[src/rtl/add_sub_serial_pkg.sv]
// Shared types, encodings and sizing helpers for the digit-serial adder/subtractor.
package add_sub_serial_pkg;

  typedef enum logic [1:0] {
    IDLE = 2'd0,
    CALC = 2'd1,
    HOLD = 2'd2
  } state_e;

  localparam logic OP_ADD = 1'b0;
  localparam logic OP_SUB = 1'b1;

  // Number of digit steps needed to cover one operand.
  function automatic int unsigned num_digits(input int unsigned data_size,
                                             input int unsigned digit_size);
    return (digit_size == 0) ? 1 : data_size / digit_size;
  endfunction

  // Digit counter width; a single-digit operation still needs one bit.
  function automatic int unsigned cnt_width(input int unsigned n);
    return (n <= 1) ? 1 : $clog2(n);
  endfunction

endpackage

[src/rtl/add_sub_serial_digit_adder.sv]
// Combinational DIGIT-wide adder; invert_b turns it into the subtract slice.
module add_sub_serial_digit_adder #(
  parameter int unsigned WIDTH = 4
) (
  input  logic [WIDTH-1:0] a,
  input  logic [WIDTH-1:0] b,
  input  logic             cin,
  input  logic             invert_b,
  output logic [WIDTH-1:0] sum,
  output logic             cout
);

  logic [WIDTH-1:0] b_eff_c;
  logic [WIDTH:0]   total_c;

  assign b_eff_c = invert_b ? ~b : b;
  assign total_c = (WIDTH+1)'(a) + (WIDTH+1)'(b_eff_c) + (WIDTH+1)'(cin);
  assign {cout, sum} = total_c;

endmodule

[src/rtl/add_sub_serial.sv]
// Digit-serial add/sub: DIGIT_SIZE bits per clock, result and flags held until taken.
// Defining ADD_SUB_SERIAL_CARRY_IN_EN adds a carry/borrow input for multi-word chaining.
module add_sub_serial
  import add_sub_serial_pkg::*;
#(
  parameter int unsigned DATA_SIZE  = 16,
  parameter int unsigned DIGIT_SIZE = 4
) (
  input  logic                 clk_in,
  input  logic                 reset_in,
`ifdef ADD_SUB_SERIAL_CARRY_IN_EN
  input  logic                 carry_in,
`endif
  input  logic                 valid_in,
  output logic                 ready_out,
  input  logic [DATA_SIZE-1:0] a_in,
  input  logic [DATA_SIZE-1:0] b_in,
  input  logic                 control_in,
  output logic                 valid_out,
  input  logic                 ready_in,
  output logic [DATA_SIZE-1:0] result_out,
  output logic                 carry_out,
  output logic                 overflow_out,
  output logic                 zero_out
);

  localparam int unsigned NUM_DIGITS = num_digits(DATA_SIZE, DIGIT_SIZE);
  localparam int unsigned CNT_W      = cnt_width(NUM_DIGITS);
  localparam int unsigned CAT_W      = DATA_SIZE + DIGIT_SIZE;
  localparam logic [CNT_W-1:0] LAST_CNT = CNT_W'(NUM_DIGITS - 1);

  if ((DIGIT_SIZE == 0) || (DIGIT_SIZE > DATA_SIZE) ||
      ((DATA_SIZE % DIGIT_SIZE) != 0)) begin : g_bad_params
    $error("add_sub_serial: DATA_SIZE must be a non-zero multiple of DIGIT_SIZE");
  end

  state_e                state_q;
  logic [DATA_SIZE-1:0]  a_sh_q;
  logic [DATA_SIZE-1:0]  b_sh_q;
  logic [DATA_SIZE-1:0]  res_sh_q;
  logic                  ctrl_q;
  logic                  carry_q;
  logic                  a_msb_q;
  logic                  b_msb_q;
  logic [CNT_W-1:0]      cnt_q;
  logic                  ready_q;
  logic                  valid_q;
  logic [DATA_SIZE-1:0]  result_q;
  logic                  carry_out_q;
  logic                  overflow_q;
  logic                  zero_q;

  logic                  cin0_c;
  logic [DIGIT_SIZE-1:0] sum_c;
  logic                  cout_c;
  logic [CAT_W-1:0]      res_cat_c;
  logic [DATA_SIZE-1:0]  res_full_c;
  logic                  r_msb_c;
  logic                  ovf_c;

`ifdef ADD_SUB_SERIAL_CARRY_IN_EN
  assign cin0_c = control_in ^ carry_in;
`else
  assign cin0_c = control_in;
`endif

  // Single adder slice, fed the low digit of the operand shift registers each CALC cycle.
  add_sub_serial_digit_adder #(
    .WIDTH(DIGIT_SIZE)
  ) u_digit_adder (
    .a        (a_sh_q[DIGIT_SIZE-1:0]),
    .b        (b_sh_q[DIGIT_SIZE-1:0]),
    .cin      (carry_q),
    .invert_b (ctrl_q == OP_SUB),
    .sum      (sum_c),
    .cout     (cout_c)
  );

  // New digit enters at the top; after NUM_DIGITS shifts digit 0 sits at the LSB.
  assign res_cat_c  = {sum_c, res_sh_q};
  assign res_full_c = res_cat_c[CAT_W-1:DIGIT_SIZE];
  assign r_msb_c    = res_full_c[DATA_SIZE-1];
  assign ovf_c      = (ctrl_q == OP_SUB) ? ((a_msb_q != b_msb_q) && (r_msb_c != a_msb_q))
                                         : ((a_msb_q == b_msb_q) && (r_msb_c != a_msb_q));

  always_ff @(posedge clk_in) begin
    if (reset_in) begin
      state_q     <= IDLE;
      a_sh_q      <= '0;
      b_sh_q      <= '0;
      res_sh_q    <= '0;
      ctrl_q      <= OP_ADD;
      carry_q     <= 1'b0;
      a_msb_q     <= 1'b0;
      b_msb_q     <= 1'b0;
      cnt_q       <= '0;
      ready_q     <= 1'b0;
      valid_q     <= 1'b0;
      result_q    <= '0;
      carry_out_q <= 1'b0;
      overflow_q  <= 1'b0;
      zero_q      <= 1'b0;
    end else begin
      case (state_q)
        IDLE: begin
          ready_q <= 1'b1;
          if (valid_in && ready_q) begin
            a_sh_q  <= a_in;
            b_sh_q  <= b_in;
            ctrl_q  <= control_in;
            carry_q <= cin0_c;
            a_msb_q <= a_in[DATA_SIZE-1];
            b_msb_q <= b_in[DATA_SIZE-1];
            cnt_q   <= '0;
            ready_q <= 1'b0;
            state_q <= CALC;
          end
        end
        CALC: begin
          a_sh_q   <= a_sh_q >> DIGIT_SIZE;
          b_sh_q   <= b_sh_q >> DIGIT_SIZE;
          res_sh_q <= res_full_c;
          carry_q  <= cout_c;
          cnt_q    <= cnt_q + 1'b1;
          if (cnt_q == LAST_CNT) begin
            // Publish result and flags only once every digit is done.
            valid_q     <= 1'b1;
            result_q    <= res_full_c;
            carry_out_q <= (ctrl_q == OP_SUB) ? ~cout_c : cout_c;
            overflow_q  <= ovf_c;
            zero_q      <= (res_full_c == '0);
            state_q     <= HOLD;
          end
        end
        HOLD: begin
          if (ready_in) begin
            valid_q <= 1'b0;
            ready_q <= 1'b1;
            state_q <= IDLE;
          end
        end
        default: begin
          state_q <= IDLE;
          ready_q <= 1'b0;
          valid_q <= 1'b0;
        end
      endcase
    end
  end

  assign ready_out    = ready_q;
  assign valid_out    = valid_q;
  assign result_out   = result_q;
  assign carry_out    = carry_out_q;
  assign overflow_out = overflow_q;
  assign zero_out     = zero_q;

endmodule

[config.mk]
export PLATFORM = sky130hd
export DESIGN_NAME = add_sub_serial
export DESIGN_NICKNAME = d
export VERILOG_FILES = /design/src/rtl/add_sub_serial_pkg.sv /design/src/rtl/add_sub_serial_digit_adder.sv /design/src/rtl/add_sub_serial.sv
export SDC_FILE = /design/constraint.sdc
export NUM_CORES = 1
export LEC_CHECK = 0
export BUFFER_PORTS_ARGS = -buffer_cell sky130_fd_sc_hd__buf_2
export CAP_MARGIN = 20
export CELL_PAD_IN_SITES_DETAIL_PLACEMENT = 0
export CELL_PAD_IN_SITES_GLOBAL_PLACEMENT = 2
export CORE_MARGIN = 4
export CORE_UTILIZATION = 29
export DETAILED_ROUTE_END_ITERATION = 6
export PLACE_DENSITY = 0.84
export SLEW_MARGIN = 30
export SYNTH_ARGS = -nofsm -noshare
export SYNTH_HDL_FRONTEND = slang
export SYNTH_SLANG_ARGS = --single-unit
[constraint.sdc]
create_clock -name clk_in -period 1.95 [get_ports clk_in]
set_input_delay 0.195 -clock clk_in [delete_from_list [all_inputs] [get_ports clk_in]]
set_output_delay 0.195 -clock clk_in [all_outputs]
set_load 0.02 [all_outputs]
==> impl_metrics.env, run 1 <==
export IMPL_synth_main_ff_cell="dfxtp_1"
export IMPL_place_hpwl_mm=5.52
export IMPL_wl_mm=7.81
export IMPL_cp_max_fo=4
export IMPL_grt_pass1_wl_mm=13.1
export IMPL_hold_class="in -> reg"
export IMPL_synth_compound_area_share_pct=17.1
export IMPL_wl_per_cell_um=13.4
export IMPL_grt_usage_pct=12.8
export IMPL_ys_warn_count=0
export IMPL_holdWs_ns=0.0809
export IMPL_synth_area_leaders="dfxtp_1, nand2_1, a311oi_1"
export IMPL_drc=0
export IMPL_max_slew_margin_rel_pct=70.3
export IMPL_cts_buffers=9
export IMPL_synth_xor_area_share_pct=1.69
export IMPL_hold_violations=0
export IMPL_clk_latency_ns=0.35
export IMPL_core_area_sq_mm=0.0104
export IMPL_synth_simple_gate_area_share_pct=24.7
export IMPL_htreeDepth=3
export IMPL_cap_violations=0
export IMPL_async_flop_share_pct=0
export IMPL_ant_nets=0
export IMPL_yosys_top_cells_count="nand2_1, dfxtp_1, a21oi_1"
export IMPL_port_buffers=57
export IMPL_n_antenna_cell=0
export IMPL_synthesis_area_sq_mm=0.00311
export IMPL_start_util_pct=29.9
export IMPL_cts_root_buf="clkbuf_8"
export IMPL_syn_inst=382
export IMPL_drtPass1Iterations=4
export IMPL_synth_top_family_by_area="simple AND/OR/NAND/NOR gates"
export IMPL_io_pin_count=58
export IMPL_powerDensity_mw_per_mm2=877
export IMPL_synth_avg_cell_area_sq_um=8.13
export IMPL_status="complete, but fails checks"
export IMPL_yosysUniqueCellTypes=39
export IMPL_critPathArrivalTime_ns=2.27
export IMPL_timing_final_max_slew_violations=0
export IMPL_yosysSeqAreaShare_pct=47.1
export IMPL_die_area_sq_mm=0.0124
export IMPL_period_share_pct=104
export IMPL_grt_overflow=0
export IMPL_yosysTopAreaCell="dfxtp_1"
export IMPL_violations="setup timing"
export IMPL_finalCriticalPeriod_ns=2.03
export IMPL_vdd_drop_max_mv=0.272
export IMPL_worstMarginPinSlew_ns=0.445
export IMPL_synth_nets=426
export IMPL_syn2layout_area_growth_pct=22.6
export IMPL_fin_setup_tns_ns=-0.163
export IMPL_antenna_found_initial=0
export IMPL_fin_ws_ns=-0.0817
export IMPL_viasPerCell=4.75
export IMPL_gp_congestion=0.865
export IMPL_rsz0062_at_grt="yes"
export IMPL_clk_pin_slew_ns=0.08
export IMPL_vias=2762
export IMPL_cts_sinks=73
export IMPL_final_nets=485
export IMPL_skew_ns=0.0121
export IMPL_cp_required_ns=2.18
export IMPL_setup_worst_path_class="reg -> reg"
export IMPL_synth_fa_ha_area_share_pct=3.30
export IMPL_yosysMostFrequentCell="nand2_1"
export IMPL_dieHeight_um=111
export IMPL_worstSetupEndpointType="flip-flop"
export IMPL_synth_edf_count=0
export IMPL_die_w_um=111
export IMPL_setup_violations=4
export IMPL_cts_tree="yes"
export IMPL_muxShareOfSynthArea_pct=0
export IMPL_grt_max_degree=67
export IMPL_max_freq_ghz=0.492
export IMPL_cp_start_kind="flip-flop"
export IMPL_synth_top_cell_area_share_pct=47.1
export IMPL_first_global_vias=2653
export IMPL_leakage_nw=1.53
export IMPL_drive_gt1_share_pct=23.5
export IMPL_cts_hold_buffers=0
export IMPL_floorplan_rows=37
export IMPL_drt_iter0_markers=123
export IMPL_cts_buffer_depth=2
export IMPL_ys_ff_latch=73
## sequential cells by signal, summed over array words and instances (netlist names), 2 cells and up
register	count
cnt_q	2
res_sh_q	12
b_sh_q	16
result_out	16
state_q	2
a_sh_q	16
## worst paths after layout
path,startpoint,endpoint,slack (ns),cells after the start
max,ctrl_q$_SDFFE_PP0P_,carry_out$_SDFFE_PP0P_,-0.08,7
min,a_in[12],a_sh_q[12]$_SDFFE_PP0P_,0.08,3
min reg2reg,valid_out$_SDFFE_PP0P_,valid_out$_SDFFE_PP0P_,0.45,2
max reg2reg,ctrl_q$_SDFFE_PP0P_,carry_out$_SDFFE_PP0P_,-0.08,7
## cells by family (layout without fill, tap and decap cells)
logic type / count (synthesis) / after routing
AOI/OAI and AO/OA: 81 / 81
xor gates and xnor gates: 6 / 6
adders and majority gates: 7 / 7
buffers and inverters: 35 / 99
DFF: 73 / 73
and+or+nand+nor: 180 / 180
## cell usage in the layout (no fill, tap or decap), types with 9 or more instances in the layout
cell type  instances
nor2_1            35
buf_2             57
nand2_1          113
nand3_1            9
a21oi_1           41
a311oi_1          24
dfxtp_1           72
buf_4             19
clkbuf_8          11
## stage by stage
step | cell area (sq um) | setup slack, ns | utilization [%] | power, mW | cells
3_3_place_gp | 3560 | 0.0351 | 34.3 | 2.11 | 563
5_1_grt | 3810 | -0.153 | 36.7 | 3.49 | 582
3_5_place_dp | 3560 | -0.0832 | 34.3 | 2.12 | 563
6_report | 3810 | -0.0817 | 36.7 | 3.34 | 582
2_1_floorplan | 3120 | 0.0126 | - | 1.96 | 382
4_1_cts | 3770 | -0.0354 | 36.4 | 3.37 | 580
## critical path, cell delays in order (launching register included)
cell and delay [ns]:
dfxtp_4 0.37, xnor2_2 0.13, fa_2 0.36, fa_2 0.38
nor2b_1 0.13, o21a_1 0.18, nor3_1 0.05, o41ai_1 0.32
## what timing repair did
action,4_1_cts,5_1_grt
resized for setup,1,5
buffers inserted,1,2
setup endpoints to repair,4,6
pin swaps,1,4
hold endpoints to repair,0,0
## per-layer routing
metal  vias to the layer above  track usage (%)  share of wire [%]
li1                       1422                -                  -
met1                      1289             17.5                 51
met2                        41             19.4                 45
met3                        10             2.83                3.2
met4                         0             5.84                1.2
met5                         -                0                  0
## cell type report
| class | instances | area [sq um] |
|---|---|---|
| inverters | 5 | 18.8 |
| clock buffers | 12 | 155 |
| repair buffers | 78 | 468 |
| well taps | 136 | 170 |
| clock inverters | 4 | 51.3 |
| flip-flops and latches | 73 | 1470 |
| fillers | 1086 | 6560 |
| multi-input cells | 274 | 1480 |
## report_power, final
part	leakage (nW)	switching (mW)	internal, mW
logic	0.831	0.264	0.223
clock network	0.103	0.564	0.662
registers	0.595	0.0599	1.57
(Power assumes the default switching activity.)
==> run 2, diff against run 1 <==
--- a/config.mk
+++ b/config.mk
@@ -16,4 +16,5 @@
 export SLEW_MARGIN = 30
 export SYNTH_ARGS = -nofsm -noshare
 export SYNTH_HDL_FRONTEND = slang
+export SYNTH_HIERARCHICAL = 1
 export SYNTH_SLANG_ARGS = --single-unit
==> run 2 against run 1 <==
  * Design area is 0.33% lower
  * Largest cell class unchanged
  * Clock power about the same
  * Sequential power about the same
  * Synthesized cell count down 1.0%
  * The flow still finishes with violations (setup timing)
  * Combinational power down 9.0%
  * Global-route usage decreased by 0.27 points
  * Non-clock buffer count decreased by 8
  * Maximum frequency is 2.3% higher
  * Core utilization shrank 0.12 points
  * Total power decreased by 1.6%
  * Flip-flop and latch count did not move
==> impl_metrics.env, run 2 <==
export IMPL_yosysSeqAreaShare_pct=47.2
export IMPL_cap_violations=0
export IMPL_seq_power_share_pct=49.2
export IMPL_cts_buffer_depth=2
export IMPL_start_util_pct=29.9
export IMPL_ys_ff_latch=73
export IMPL_grt_pass1_wl_mm=12.7
export IMPL_swShare_pct=27.0
export IMPL_ys_warn_count=6
export IMPL_synth_area_leaders="dfxtp_1, nand2_1, a21oi_1"
export IMPL_critPathArrivalTime_ns=2.26
export IMPL_cpPeakStageDelay_ns=0.49
export IMPL_cp_max_fo=4
export IMPL_final_cell_mix="nand2_1, dfxtp_1, buf_2, a21oi_1, nor2_1"
export IMPL_cts_tree="yes"
export IMPL_io_pin_count=58
export IMPL_max_freq_ghz=0.504
export IMPL_final_area_sq_mm=0.00379
export IMPL_pwr_share_comb_pct=13.5
export IMPL_cts_buffers=9
export IMPL_worstMarginPinSlew_ns=0.435
export IMPL_period_share_pct=102
export IMPL_finalCriticalPeriod_ns=1.99
export IMPL_final_nets=472
export IMPL_max_slew_margin_rel_pct=70.9
export IMPL_r2r_start="ctrl_q$_SDFFE_PP0P_"
export IMPL_setup_worst_path_class="reg -> reg"
export IMPL_yosys_top_cells_count="nand2_1, dfxtp_1, a21oi_1"
export IMPL_leakage_nw=1.54
export IMPL_clk_latency_ns=0.35
export IMPL_drtPass1Iterations=4
export IMPL_syn_inst=378
export IMPL_status="complete, but fails checks"
export IMPL_ant_nets=0
export IMPL_place_hpwl_mm=5.28
export IMPL_crit_top_cell="fa_2"
export IMPL_worstSetupEndpointType="flip-flop"
export IMPL_hp_start="a_in[12]"
export IMPL_clkPwrFrac_pct=37.3
export IMPL_port_buffers=57
export IMPL_setup_violations=1
export IMPL_reg2reg_slack_ns=-0.04
export IMPL_synth_top_cell_area_share_pct=47.2
export IMPL_wl_mm=7.63
export IMPL_holdPathEnd="a_sh_q[12]$_SDFFE_PP0P_"
export IMPL_synthesis_area_sq_mm=0.00310
export IMPL_async_flop_share_pct=0
export IMPL_rr_worst_depth=7
export IMPL_fin_ws_ns=-0.0352
export IMPL_synth_nets=421
export IMPL_cts_root_buf="clkbuf_8"
export IMPL_synth_edf_count=0
export IMPL_drt_iter0_markers=116
export IMPL_fin_setup_tns_ns=-0.0352
export IMPL_path_cells="xnor2_2, fa_2, inv_2, fa_2, xor2_1, or4_1, o21ai_1"
export IMPL_synth_main_ff_cell="dfxtp_1"
export IMPL_powerDensity_mw_per_mm2=866
export IMPL_gp_congestion=0.741
export IMPL_first_global_vias=2602
export IMPL_hold_class="in -> reg"
export IMPL_cp_required_ns=2.22
export IMPL_yosysUniqueCellTypes=37
export IMPL_p_switching_uw=888
export IMPL_dieHeight_um=111
export IMPL_cts_sinks=73
export IMPL_fin_total_pwr_mw=3.29
export IMPL_rsz0062_at_grt="yes"
export IMPL_grt_max_degree=72
export IMPL_viasPerCell=4.62
export IMPL_placed_area_sq_mm=0.00355
export IMPL_wl_per_cell_um=13.4
export IMPL_antenna_found_initial=0
export IMPL_rr_endpoint="zero_out$_SDFFE_PP0P_"
export IMPL_final_instance_count_excl_fill=570
export IMPL_drive_gt1_share_pct=23.5
export IMPL_dpl_cell_count=554
export IMPL_syn2layout_area_growth_pct=22.4
export IMPL_drc=0
export IMPL_holdPathStages=3
export IMPL_die_area_sq_mm=0.0124
export IMPL_clk_pin_slew_ns=0.09
export IMPL_core_area_sq_mm=0.0104
export IMPL_die_w_um=111
export IMPL_hold_violations=0
export IMPL_htreeDepth=3
export IMPL_crit_start="ctrl_q$_SDFFE_PP0P_"
export IMPL_final_common_cell="nand2_1"
export IMPL_vdd_drop_max_mv=0.362
export IMPL_intPower_mw=2.40
export IMPL_floorplan_rows=37
export IMPL_n_antenna_cell=0
export IMPL_cp_slowest_cell="or4_1"
export IMPL_yosysMostFrequentCell="nand2_1"
export IMPL_timing_final_max_slew_violations=0
export IMPL_grt_overflow=0
export IMPL_synth_avg_cell_area_sq_um=8.20
export IMPL_yosysTopAreaCell="dfxtp_1"
export IMPL_vias=2632
export IMPL_pre_cts_slack_ns=-0.0611
export IMPL_cp_start_kind="flip-flop"
export IMPL_violations="setup timing"
export IMPL_skew_ns=0.0149
export IMPL_grt_usage_pct=12.6
run 2: changes by cell type after synthesis, sizes merged, moves of 2 or more:
cell / change
nor3: -3
a211oi: -2
a21oi: +3
nor2: -8
o21a: -3
nand2: +6
nand3: +2
run 2: power groups by stage:
stage / combinational [mW] / clock (mW) / sequential, mW
after floorplan: 0.294 / 0 / 1.64
after CTS: 0.429 / 1.27 / 1.62
after detailed placement: 0.428 / 0 / 1.65
final: 0.443 / 1.23 / 1.62
after global routing: 0.498 / 1.34 / 1.63
after global placement: 0.422 / 0 / 1.65
run 2: cells by family after synthesis:
family / count (synthesis) / share of synthesized area (%)
compound gates: 76 / 15.9
xor+xnor: 8 / 2.26
fa+ha+maj: 6 / 2.91
buf+inv: 34 / 5.89
flops: 73 / 47.2
mux: 2 / 0.686
simple gates: 179 / 25.2
run 2: stage by stage:
step | utilization, % | hold slack (ns)
6_report | 36.6 | 0.0800
4_1_cts | 36.2 | 0.0614
2_1_floorplan | - | 0.331
3_5_place_dp | 34.3 | 0.443
3_3_place_gp | 34.3 | 0.440
5_1_grt | 36.6 | 0.0525
run 2: timing repair:
item,4_1_cts,5_1_grt
buffers inserted,0,0
endpoints found under the setup margin,3,3
hold buffers,0,0
gates resized for setup,1,6
pin swaps,3,6
run 2: area by class of cell:
cell class	count	area [sq um]
clock buffer	11	141
clock inverter	5	61.3
fill	1110	6580
inverter	4	15.0
multi-input combinational	271	1510
sequential	73	1470
tap	136	170
timing repair buffer	70	433
run 2: how the worst max path moves through the flow:
stage | endpoint | depth (start not counted) | slack [ns]
after floorplan | zero_out$_SDFFE_PP0P_ | 7 | -0.03
after global placement | zero_out$_SDFFE_PP0P_ | 7 | -0.03
after detailed placement | zero_out$_SDFFE_PP0P_ | 7 | -0.06
after CTS | zero_out$_SDFFE_PP0P_ | 7 | -0.03
after global routing | zero_out$_SDFFE_PP0P_ | 7 | -0.14
final | zero_out$_SDFFE_PP0P_ | 7 | -0.04
run 2: per-layer routing:
layer	part of all wire [%]	GRT usage (%)	up-vias	wire (um)
li1	-	-	1375	-
met4	0.38	2.68	0	29
met2	48	20.6	52	3670
met3	4.2	4.46	4	320
met5	0	0	-	0
met1	47	16.0	1201	3600
run 2: critical path: cells and delay by family, from the launching register on:
| family | cells | cell delay (ns) |
|---|---|---|
| xor+xnor | 2 | 0.31 |
| simple gates | 1 | 0.49 |
| buf+inv | 1 | 0.04 |
| fa+ha+maj | 2 | 0.57 |
| compound gates | 1 | 0.14 |
| flops | 1 | 0.37 |
